[src/rtl/output_argmax.sv]
// output_argmax: sequential argmax over the packed output-layer neuron values.
// The input vector is captured when a classification starts, so upstream
// neurons may change while the scan runs. Values are signed; ties resolve to
// the lowest index. The result (digit, max_value) and result_valid are held
// until the next accepted start; done is a single-cycle pulse.
//
// Handshake: start is a request sampled only while busy is low (IDLE). A start
// seen while busy is dropped, not queued. done pulses for one cycle exactly when
// result_valid rises; result_valid stays high until the next accepted start or reset.
module output_argmax #(
  parameter  int num_classes = 10,
  parameter  int resolution  = 8,
  localparam int index_width = (num_classes > 1) ? $clog2(num_classes) : 1
) (
  input  logic                              clk,
  input  logic                              reset,
  input  logic                              start,
  input  logic [resolution*num_classes-1:0] neuron_data,
  output logic                              busy,
  output logic                              done,
  output logic [index_width-1:0]            digit,
  output logic [resolution-1:0]             max_value,
  output logic                              result_valid
);

  typedef enum logic [1:0] {
    S_IDLE = 2'd0,
    S_SCAN = 2'd1,
    S_DONE = 2'd2
  } state_t;

  localparam logic [index_width-1:0] last_idx  = index_width'(num_classes - 1);
  localparam logic [index_width-1:0] first_idx = (num_classes > 1) ? index_width'(1) : '0;

  state_t                              state_q, state_d;
  logic [resolution*num_classes-1:0]   snap_q, snap_d;
  logic [index_width-1:0]              idx_q, idx_d;
  logic signed [resolution-1:0]        best_val_q, best_val_d;
  logic [index_width-1:0]              best_idx_q, best_idx_d;
  logic                                busy_q, busy_d;
  logic                                done_q, done_d;
  logic                                result_valid_q, result_valid_d;
  logic [index_width-1:0]              digit_q, digit_d;
  logic [resolution-1:0]               max_value_q, max_value_d;

  logic signed [resolution-1:0]        cur_val;
  logic                                new_best;

  // State register and all datapath/output flops, cleared asynchronously.
  always_ff @(posedge clk or negedge reset) begin
    if (!reset) begin
      state_q        <= S_IDLE;
      snap_q         <= '0;
      idx_q          <= '0;
      best_val_q     <= '0;
      best_idx_q     <= '0;
      busy_q         <= 1'b0;
      done_q         <= 1'b0;
      result_valid_q <= 1'b0;
      digit_q        <= '0;
      max_value_q    <= '0;
    end else begin
      state_q        <= state_d;
      snap_q         <= snap_d;
      idx_q          <= idx_d;
      best_val_q     <= best_val_d;
      best_idx_q     <= best_idx_d;
      busy_q         <= busy_d;
      done_q         <= done_d;
      result_valid_q <= result_valid_d;
      digit_q        <= digit_d;
      max_value_q    <= max_value_d;
    end
  end

  // Next-state logic: IDLE -> SCAN (or straight to DONE for a single class) -> DONE -> IDLE.
  always_comb begin
    state_d = state_q;
    case (state_q)
      S_IDLE:  if (start) state_d = (num_classes == 1) ? S_DONE : S_SCAN;
      S_SCAN:  if (idx_q == last_idx) state_d = S_DONE;
      S_DONE:  state_d = S_IDLE;
      default: state_d = S_IDLE;
    endcase
  end

  // Select the snapshot element addressed by the scan index and compare against the running best.
  always_comb begin
    cur_val = '0;
    for (int i = 0; i < num_classes; i++) begin
      if (idx_q == index_width'(i)) cur_val = snap_q[i*resolution +: resolution];
    end
    new_best = (cur_val > best_val_q);
  end

  // Datapath and registered outputs for the current state.
  always_comb begin
    snap_d         = snap_q;
    idx_d          = idx_q;
    best_val_d     = best_val_q;
    best_idx_d     = best_idx_q;
    done_d         = 1'b0;
    result_valid_d = result_valid_q;
    digit_d        = digit_q;
    max_value_d    = max_value_q;
    case (state_q)
      S_IDLE: begin
        if (start) begin
          snap_d         = neuron_data;
          best_val_d     = neuron_data[resolution-1:0];
          best_idx_d     = '0;
          idx_d          = first_idx;
          result_valid_d = 1'b0;
          if (num_classes == 1) begin
            // Class 0 is the whole answer; publish it immediately.
            done_d         = 1'b1;
            result_valid_d = 1'b1;
            digit_d        = '0;
            max_value_d    = neuron_data[resolution-1:0];
          end
        end
      end
      S_SCAN: begin
        if (new_best) begin
          best_val_d = cur_val;
          best_idx_d = idx_q;
        end
        if (idx_q == last_idx) begin
          // Publish from the updated best so the last element is included.
          done_d         = 1'b1;
          result_valid_d = 1'b1;
          digit_d        = new_best ? idx_q : best_idx_q;
          max_value_d    = new_best ? cur_val : best_val_q;
        end else begin
          idx_d = idx_q + index_width'(1);
        end
      end
      default: ;
    endcase
    busy_d = (state_d != S_IDLE);
  end

  assign busy         = busy_q;
  assign done         = done_q;
  assign digit        = digit_q;
  assign max_value    = max_value_q;
  assign result_valid = result_valid_q;

endmodule
[config.mk]
export PLATFORM = sky130hd
export DESIGN_NAME = output_argmax
export DESIGN_NICKNAME = d
export VERILOG_FILES = /design/src/rtl/output_argmax.sv
export SDC_FILE = /design/constraint.sdc
export NUM_CORES = 1
export LEC_CHECK = 0
export CORE_UTILIZATION = 46
export DETAILED_ROUTE_END_ITERATION = 8
export GPL_TIMING_DRIVEN = 1
export PLACE_DENSITY = 0.78
export RECOVER_POWER = 25
export SLEW_MARGIN = 20
export SYNTH_ARGS = -nofsm -noshare
export SYNTH_HDL_FRONTEND = slang
export SYNTH_SLANG_ARGS = --single-unit
[constraint.sdc]
create_clock -name clk -period 3.8 [get_ports clk]
set_input_delay 1.14 -clock clk [delete_from_list [all_inputs] [get_ports clk]]
set_output_delay 1.14 -clock clk [all_outputs]
set_load 0.02 [all_outputs]
==> results of run 1 <==
## critical path, cell delays in order (launching register included)
cell and delay, ns:
dfrtp_1 0.43, inv_1 0.09, ha_1 0.28, buf_4 0.18
buf_4 0.15, a221oi_2 0.34, nor3_1 0.11, buf_4 0.16
a211oi_4 0.20, ha_1 0.29, nor2b_1 0.14, o31ai_1 0.28
and4_4 0.31, nor2_4 0.04, buf_12 0.16, mux2i_1 0.17
o21ai_1 0.08
## flip-flops by register name (all words and copies together), names as in the netlist
name / cells
result_valid: 1
busy: 1
idx_q: 4
digit: 4
snap_q: 80
done: 1
max_value: 8
best_val_q: 8
best_idx_q: 4
state_q: 2
## what timing repair did
item | in CTS | in global routing
buffers inserted | 0 | 1
resized for setup | 0 | 6
setup endpoints to repair | 0 | 24
hold buffers | 0 | 0
## cell families (layout without fill, tap and decap cells)
logic type                 after synthesis  in the layout
muxes                                   12             12
DFF                                    113            113
xor gates and xnor gates                 2              2
buffers and inverters                   75            208
adders and majority gates               12             12
and+or+nand+nor                        318            318
AOI/OAI and AO/OA                      133            133
## placed cells by master, fill, tap and decap left out, types with 3 or more instances in the layout
master / instances
a21boi_0: 5
a221oi_1: 7
buf_4: 48
o221ai_1: 6
buf_12: 3
clkbuf_8: 6
bufinv_16: 3
o21ai_1: 12
clkdlybuf4s50_1: 96
dfrtp_1: 113
o21ai_0: 31
clkbuf_16: 17
a211oi_2: 5
nand3_1: 10
inv_1: 30
mux2i_1: 11
nand3b_1: 9
a21oi_1: 34
nand2b_1: 4
nor3_1: 8
nand2_1: 250
ha_1: 12
a221oi_2: 7
a22o_1: 5
a211oi_1: 8
nor2_1: 22
## synthesized netlist by cell type, types with 2 or more instances
cell type / instances / share of area [%]
nand2_1: 251 / 17
dfrtp_1: 113 / 50
a21oi_1: 34 / 3.0
clkbuf_1: 31 / 2.1
o21ai_0: 31 / 2.7
inv_1: 30 / 2.0
nor2_1: 23 / 1.5
ha_1: 12 / 2.7
o21ai_1: 12 / 1.1
buf_2: 11 / 0.97
mux2i_1: 11 / 1.9
nand3_1: 10 / 0.88
nand3b_1: 9 / 1.2
nor3_1: 9 / 0.80
a211oi_1: 8 / 1.1
a221oi_1: 7 / 1.1
a221oi_2: 7 / 1.9
a211oi_2: 6 / 1.3
a21boi_0: 6 / 0.80
o221ai_1: 6 / 0.93
a22o_1: 5 / 0.77
nand2b_1: 4 / 0.44
and2_1: 3 / 0.33
buf_6: 3 / 0.60
a22oi_1: 2 / 0.27
nor2b_1: 2 / 0.22
o21a_1: 2 / 0.27
o31ai_1: 2 / 0.27
or2_2: 2 / 0.22
## per-stage QoR
stage	instance area, um2	setup WS [ns]	TNS (ns)	power (mW)	util (%)
2_1_floorplan	5659	0.6504	0	4.900	-
3_5_place_dp	7038	0.05654	0	6.580	58.59
3_3_place_gp	7030	-0.2350	-5.100	6.332	58.53
4_1_cts	7650	0.003562	0	8.285	63.69
5_1_grt	7676	0.02447	0	9.137	63.91
6_report	7676	0.2236	0	8.538	63.91
## metal layers
layer	global-route usage, %	up-vias	wire length (um)
met5	0	-	0
met4	9.474	0	327
met3	5.731	22	818
met2	45.43	163	7760
met1	34.75	2429	6971
li1	-	2451	-
## power groups by stage
stage / Combinational [mW] / Sequential [mW] / Clock [mW]
after floorplan: 2.80 / 2.10 / 0
after global placement: 4.16 / 2.17 / 0
after detailed placement: 4.41 / 2.17 / 0
after CTS: 4.46 / 2.16 / 1.66
after global routing: 5.20 / 2.23 / 1.70
final: 4.73 / 2.17 / 1.64
## area by class of cell
class                      count  share of cell area (%)
sequential                   113                   36.84
multi-input combinational    477                   33.17
timing repair buffer         149                   18.16
clock buffer                  24                   6.667
tap                          147                   2.396
inverter                      30                   1.467
clock inverter                 5                   1.304
## path summary, 6_finish.rpt
check                              to  slack [ns]  depth (start not counted)
setup / recovery             digit[1]        0.22                         16
hold / removal             snap_q[74]        0.48                          2
setup reg to reg             digit[1]        0.22                         16
hold reg to reg            snap_q[74]        0.48                          2
max in group asynchronous  snap_q[70]        0.73                          2
min in group asynchronous        done        1.58                          2
==> impl_metrics.yaml, run 1 <==
finish:
  drive_gt1_share_pct: 13.28
  nets: 883
  area_growth_syn_to_layout_pct: 35.64
  seqCellArea_um2: 2828
  final_cell_count_no_fill: 945
  multi_input_area_um2: 2546
  antennaDiodeCount: 0
  fillerInstances: 1022
cts:
  clk_pin_slew_ns: 0.05
  clockBufferDepth: 2
  clock_latency_ns: 0.42
  ctsRootBufferMaster: "clkbuf_16"
  clock_tree_from_tritoncts: "done"
  cts.sinks: 113
  cts-buffers-inserted: 17
  cts.htree.levels: 4
placement:
  dp.cells: 915
  number_of_input_and_output_port_buffers_inserted: 97
  routabilityCongestion: 0.9134
  hpwl_mm: 11.49
timing:
  rsz0062_at_grt: "no"
  finalHoldWorstSlack_ns: 0.4783
  count_of_final_hold_check_violations: 0
  worst-slew-pin-transition_ns: 2.467
  final_max_slew_viol_count: 114
  min_period_ns: 3.576
  clock_skew_ns: 0.008399
  achievable-frequency_mhz: 279.6
  final_setup_violating_endpoints: 0
  relSlewSlack_pct: -64.45
  final.period_utilization_pct: 94.12
synth:
  synth-compound-area-share_pct: 16.23
  synth_edf_count: 0
  synth-adder-area-share_pct: 2.653
  post_synth_xor_area_fraction_pct: 0.3095
  syn_nets: 760
  yosysWarningCount: 0
  fraction_of_the_mapped_netlist_area_in_simple_logic_gates_pct: 23.08
  count_of_state_elements_after_synthesis: 113
  combinational_family_with_the_most_area_after_synthesis: "simple AND/OR/NAND/NOR gates"
  synth_seq_area_share_pct: 49.97
  synth_cells: 665
  synth.distinct_cells: 42
  syn_area_um2: 5659
  avgSynthCellArea_um2: 8.510
  ys.flop_type: "dfrtp_1"
  synthMuxAreaShare_pct: 2.145
  async_flop_share_pct: 100.0
die:
  io_pins: 98
  die_height_um: 112.9
  coreArea_um2: 12010
  fp-row-count: 40
  start_util_pct: 47.11
  die_w_um: 112.9
  die_area_um2: 12750
pwr:
  power_frac_comb_pct: 55.3
  worst_ir_drop_vdd_mv: 0.6439
  swShare_pct: 40.94
  seq_power_share_pct: 25.4
  power.density_cell_area_nw_per_um2: 1112
  power.switching_mw: 3.495
  power.leakage_nw: 3.665
  clockPowerShare_pct: 19.2
  intPower_mw: 5.042
setup_path:
  crit_path_start: "idx_q[0]"
  crit_type: "reg2reg"
  critical_path.endpoint_type: "register"
  worst-endpoint-required_ns: 4.08
  cp.arrival_ns: 3.85
  timing.critical_path.fanout_max: 12
  timing.critical_path.from_type: "register"
  worstReg2RegStart: "idx_q[0]"
run_status:
  status: "finished, violations left"
  violations: "max-capacitance violations, max-slew violations"
global_route:
  grt.total_usage_pct: 27.03
  grt_pass1_wl_mm: 26.09
  grt_antenna_before_repair: 0
  grt_max_degree: 114
  grt_overflow_total: 0
  first_global_vias: 5175
min_path:
  hold_path_class: "reg2reg"
  timing.hold.worst.start: "snap_q[74]"
route:
  number_of_violations_reported_at_the_end_of_detailed_routing_iteration_0: 312
  routed_wire_length_per_instance_um: 16.80
  drt_pre_antenna_iters: 5
  dr_total_vias: 5065
  drc_errors: 0
  routed_wl_mm: 15.88
  avgViaCountPerCell: 5.360
  route.antenna.remaining_nets: 0
flow_run:
  drv_cap: 1
No activity file was read; power rests on OpenSTA's default activity.
==> run 2: changes to the inputs <==
==> constraint.sdc (replaced) <==
create_clock -name clk -period 3.4 [get_ports clk]
set_input_delay 1.02 -clock clk [delete_from_list [all_inputs] [get_ports clk]]
set_output_delay 1.02 -clock clk [all_outputs]
set_load 0.02 [all_outputs]
==> impl_metrics.yaml, run 2 (synthesis gave the netlist of run 1 again) <==
run_status:
  status: "finished, violations left"
  violations: "max-capacitance violations, max-slew violations"
placement:
  postPlaceCellArea_um2: 7053
  hpwl_mm: 11.27
  number_of_input_and_output_port_buffers_inserted: 97
  routabilityCongestion: 0.9197
finish:
  commonest_cells_after_routing_fill_and_taps_aside: "nand2_1 (250), dfrtp_1 (111), clkdlybuf4s50_1 (96)"
  max_flop_register: "snap_q"
  antennaDiodeCount: 0
  post-route-cell-area_um2: 7759
  area_growth_syn_to_layout_pct: 37.10
  drive_gt1_share_pct: 15.76
  largest_register_ff_count: 80
  nets: 890
  mostFrequentLayoutCell: "nand2_1"
route:
  dr_total_vias: 5115
  drc_errors: 0
  routed_wl_mm: 15.47
  route.antenna.remaining_nets: 0
  drt_pre_antenna_iters: 5
  routed_wire_length_per_instance_um: 16.23
  avgViaCountPerCell: 5.367
  number_of_violations_reported_at_the_end_of_detailed_routing_iteration_0: 270
pwr:
  seq_power_share_pct: 25.8
  clockPowerShare_pct: 18.1
  intPower_mw: 5.558
  power.leakage_nw: 3.691
  power.density_cell_area_nw_per_um2: 1215
  power_frac_comb_pct: 56.1
  worst_ir_drop_vdd_mv: 0.5007
  swShare_pct: 41.05
  power.switching_mw: 3.870
  power_mw: 9.428
die:
  fp-row-count: 40
  coreArea_um2: 12010
  die_height_um: 112.9
  die_area_um2: 12750
  die_w_um: 112.9
  start_util_pct: 47.11
  io_pins: 98
global_route:
  grt_pass1_wl_mm: 25.78
  grt_antenna_before_repair: 0
  grt_max_degree: 114
  first_global_vias: 5138
  grt_overflow_total: 0
  grt.total_usage_pct: 26.18
setup_path:
  timing.critical_path.fanout_max: 12
  worst-endpoint-required_ns: 3.68
  crit_type: "reg2reg"
  critical_path.endpoint_type: "register"
  worstReg2RegStart: "idx_q[0]"
  crit_path_start: "idx_q[0]"
  cp.arrival_ns: 3.55
  timing.critical_path.from_type: "register"
timing:
  totalNegativeSetupSlack_ns: 0
  count_of_final_hold_check_violations: 0
  worst-slew-pin-transition_ns: 1.515
  relSlewSlack_pct: -1.032
  achievable-frequency_mhz: 305.8
  final.period_utilization_pct: 96.17
  min_period_ns: 3.270
  final_setup_violating_endpoints: 0
  finalHoldWorstSlack_ns: 0.4774
  final_max_slew_viol_count: 113
  clock_skew_ns: 0.007095
min_path:
  hold_path_class: "reg2reg"
  timing.hold.worst.start: "snap_q[12]"
cts:
  clockBufferDepth: 2
  clk_pin_slew_ns: 0.05
  cts.htree.levels: 4
  clock_tree_from_tritoncts: "done"
  clock_latency_ns: 0.41
  cts-buffers-inserted: 17
  cts.sinks: 113
  ctsRootBufferMaster: "clkbuf_16"
  cts_hold_buf: 0
flow_run:
  drv_cap: 1
==> run 2: changes by cell type in the layout (fill, tap and decap cells not counted), sizes merged <==
cell	change
clkinv	+2
bufinv	-2
clkbuf	+2
buf	+6
==> run 2: metrics by stage <==
step | setup slack (ns) | instances | utilization, %
3_5_place_dp | -0.6162 | 918 | 58.72
2_1_floorplan | 0.2504 | 665 | -
4_1_cts | 0.003498 | 950 | 63.95
5_1_grt | -0.03496 | 953 | 64.59
6_report | 0.1303 | 953 | 64.59
3_3_place_gp | -0.4269 | 918 | 58.72
==> run 2: critical path: stages, from the launching register on <==
cell,delay (ns)
dfrtp_2,0.45
ha_2,0.24
nand3b_1,0.14
buf_4,0.16
o221ai_1,0.15
a21boi_0,0.16
buf_4,0.15
a211oi_2,0.28
ha_1,0.30
o21ai_0,0.20
o21ai_0,0.14
a21oi_2,0.28
nor2_4,0.08
buf_12,0.15
mux2i_1,0.18
o21ai_1,0.07
==> run 2: worst paths after layout <==
check,to,slack (ns),cells after the start
setup / recovery,max_value[1],0.13,15
hold / removal,snap_q[12],0.48,2
setup reg to reg,max_value[1],0.13,15
hold reg to reg,snap_q[12],0.48,2
max in group asynchronous,idx_q[0],1.29,2
min in group asynchronous,busy,1.11,2
==> run 2: cell type report <==
cell class                 count  area, um2
multi-input combinational    477       2597
inverter                      30      115.1
clock buffer                  25      525.5
tap                          147      183.9
clock inverter                 5      50.05
sequential                   113       2830
fill                         982       4253
timing repair buffer         156       1456
==> run 2: power groups by stage <==
stage	sequential [mW]	combinational [mW]	clock, mW
floorplan	2.34	3.13	0
global placement	2.41	4.53	0
detailed placement	2.42	4.59	0
CTS	2.42	4.91	1.72
global route	2.50	5.84	1.79
finish	2.43	5.29	1.71
==> run 2: layer usage <==
metal	GRT usage, %	share of wire [%]
met5	0	0
met2	43.91	49
met1	33.95	44
met3	5.517	4.8
met4	8.684	2.0
==> run 2: repair_timing <==
action,CTS,global route
buffers inserted,2,3
endpoints found under the setup margin,21,24
pin swaps,5,9
gates resized for setup,12,15
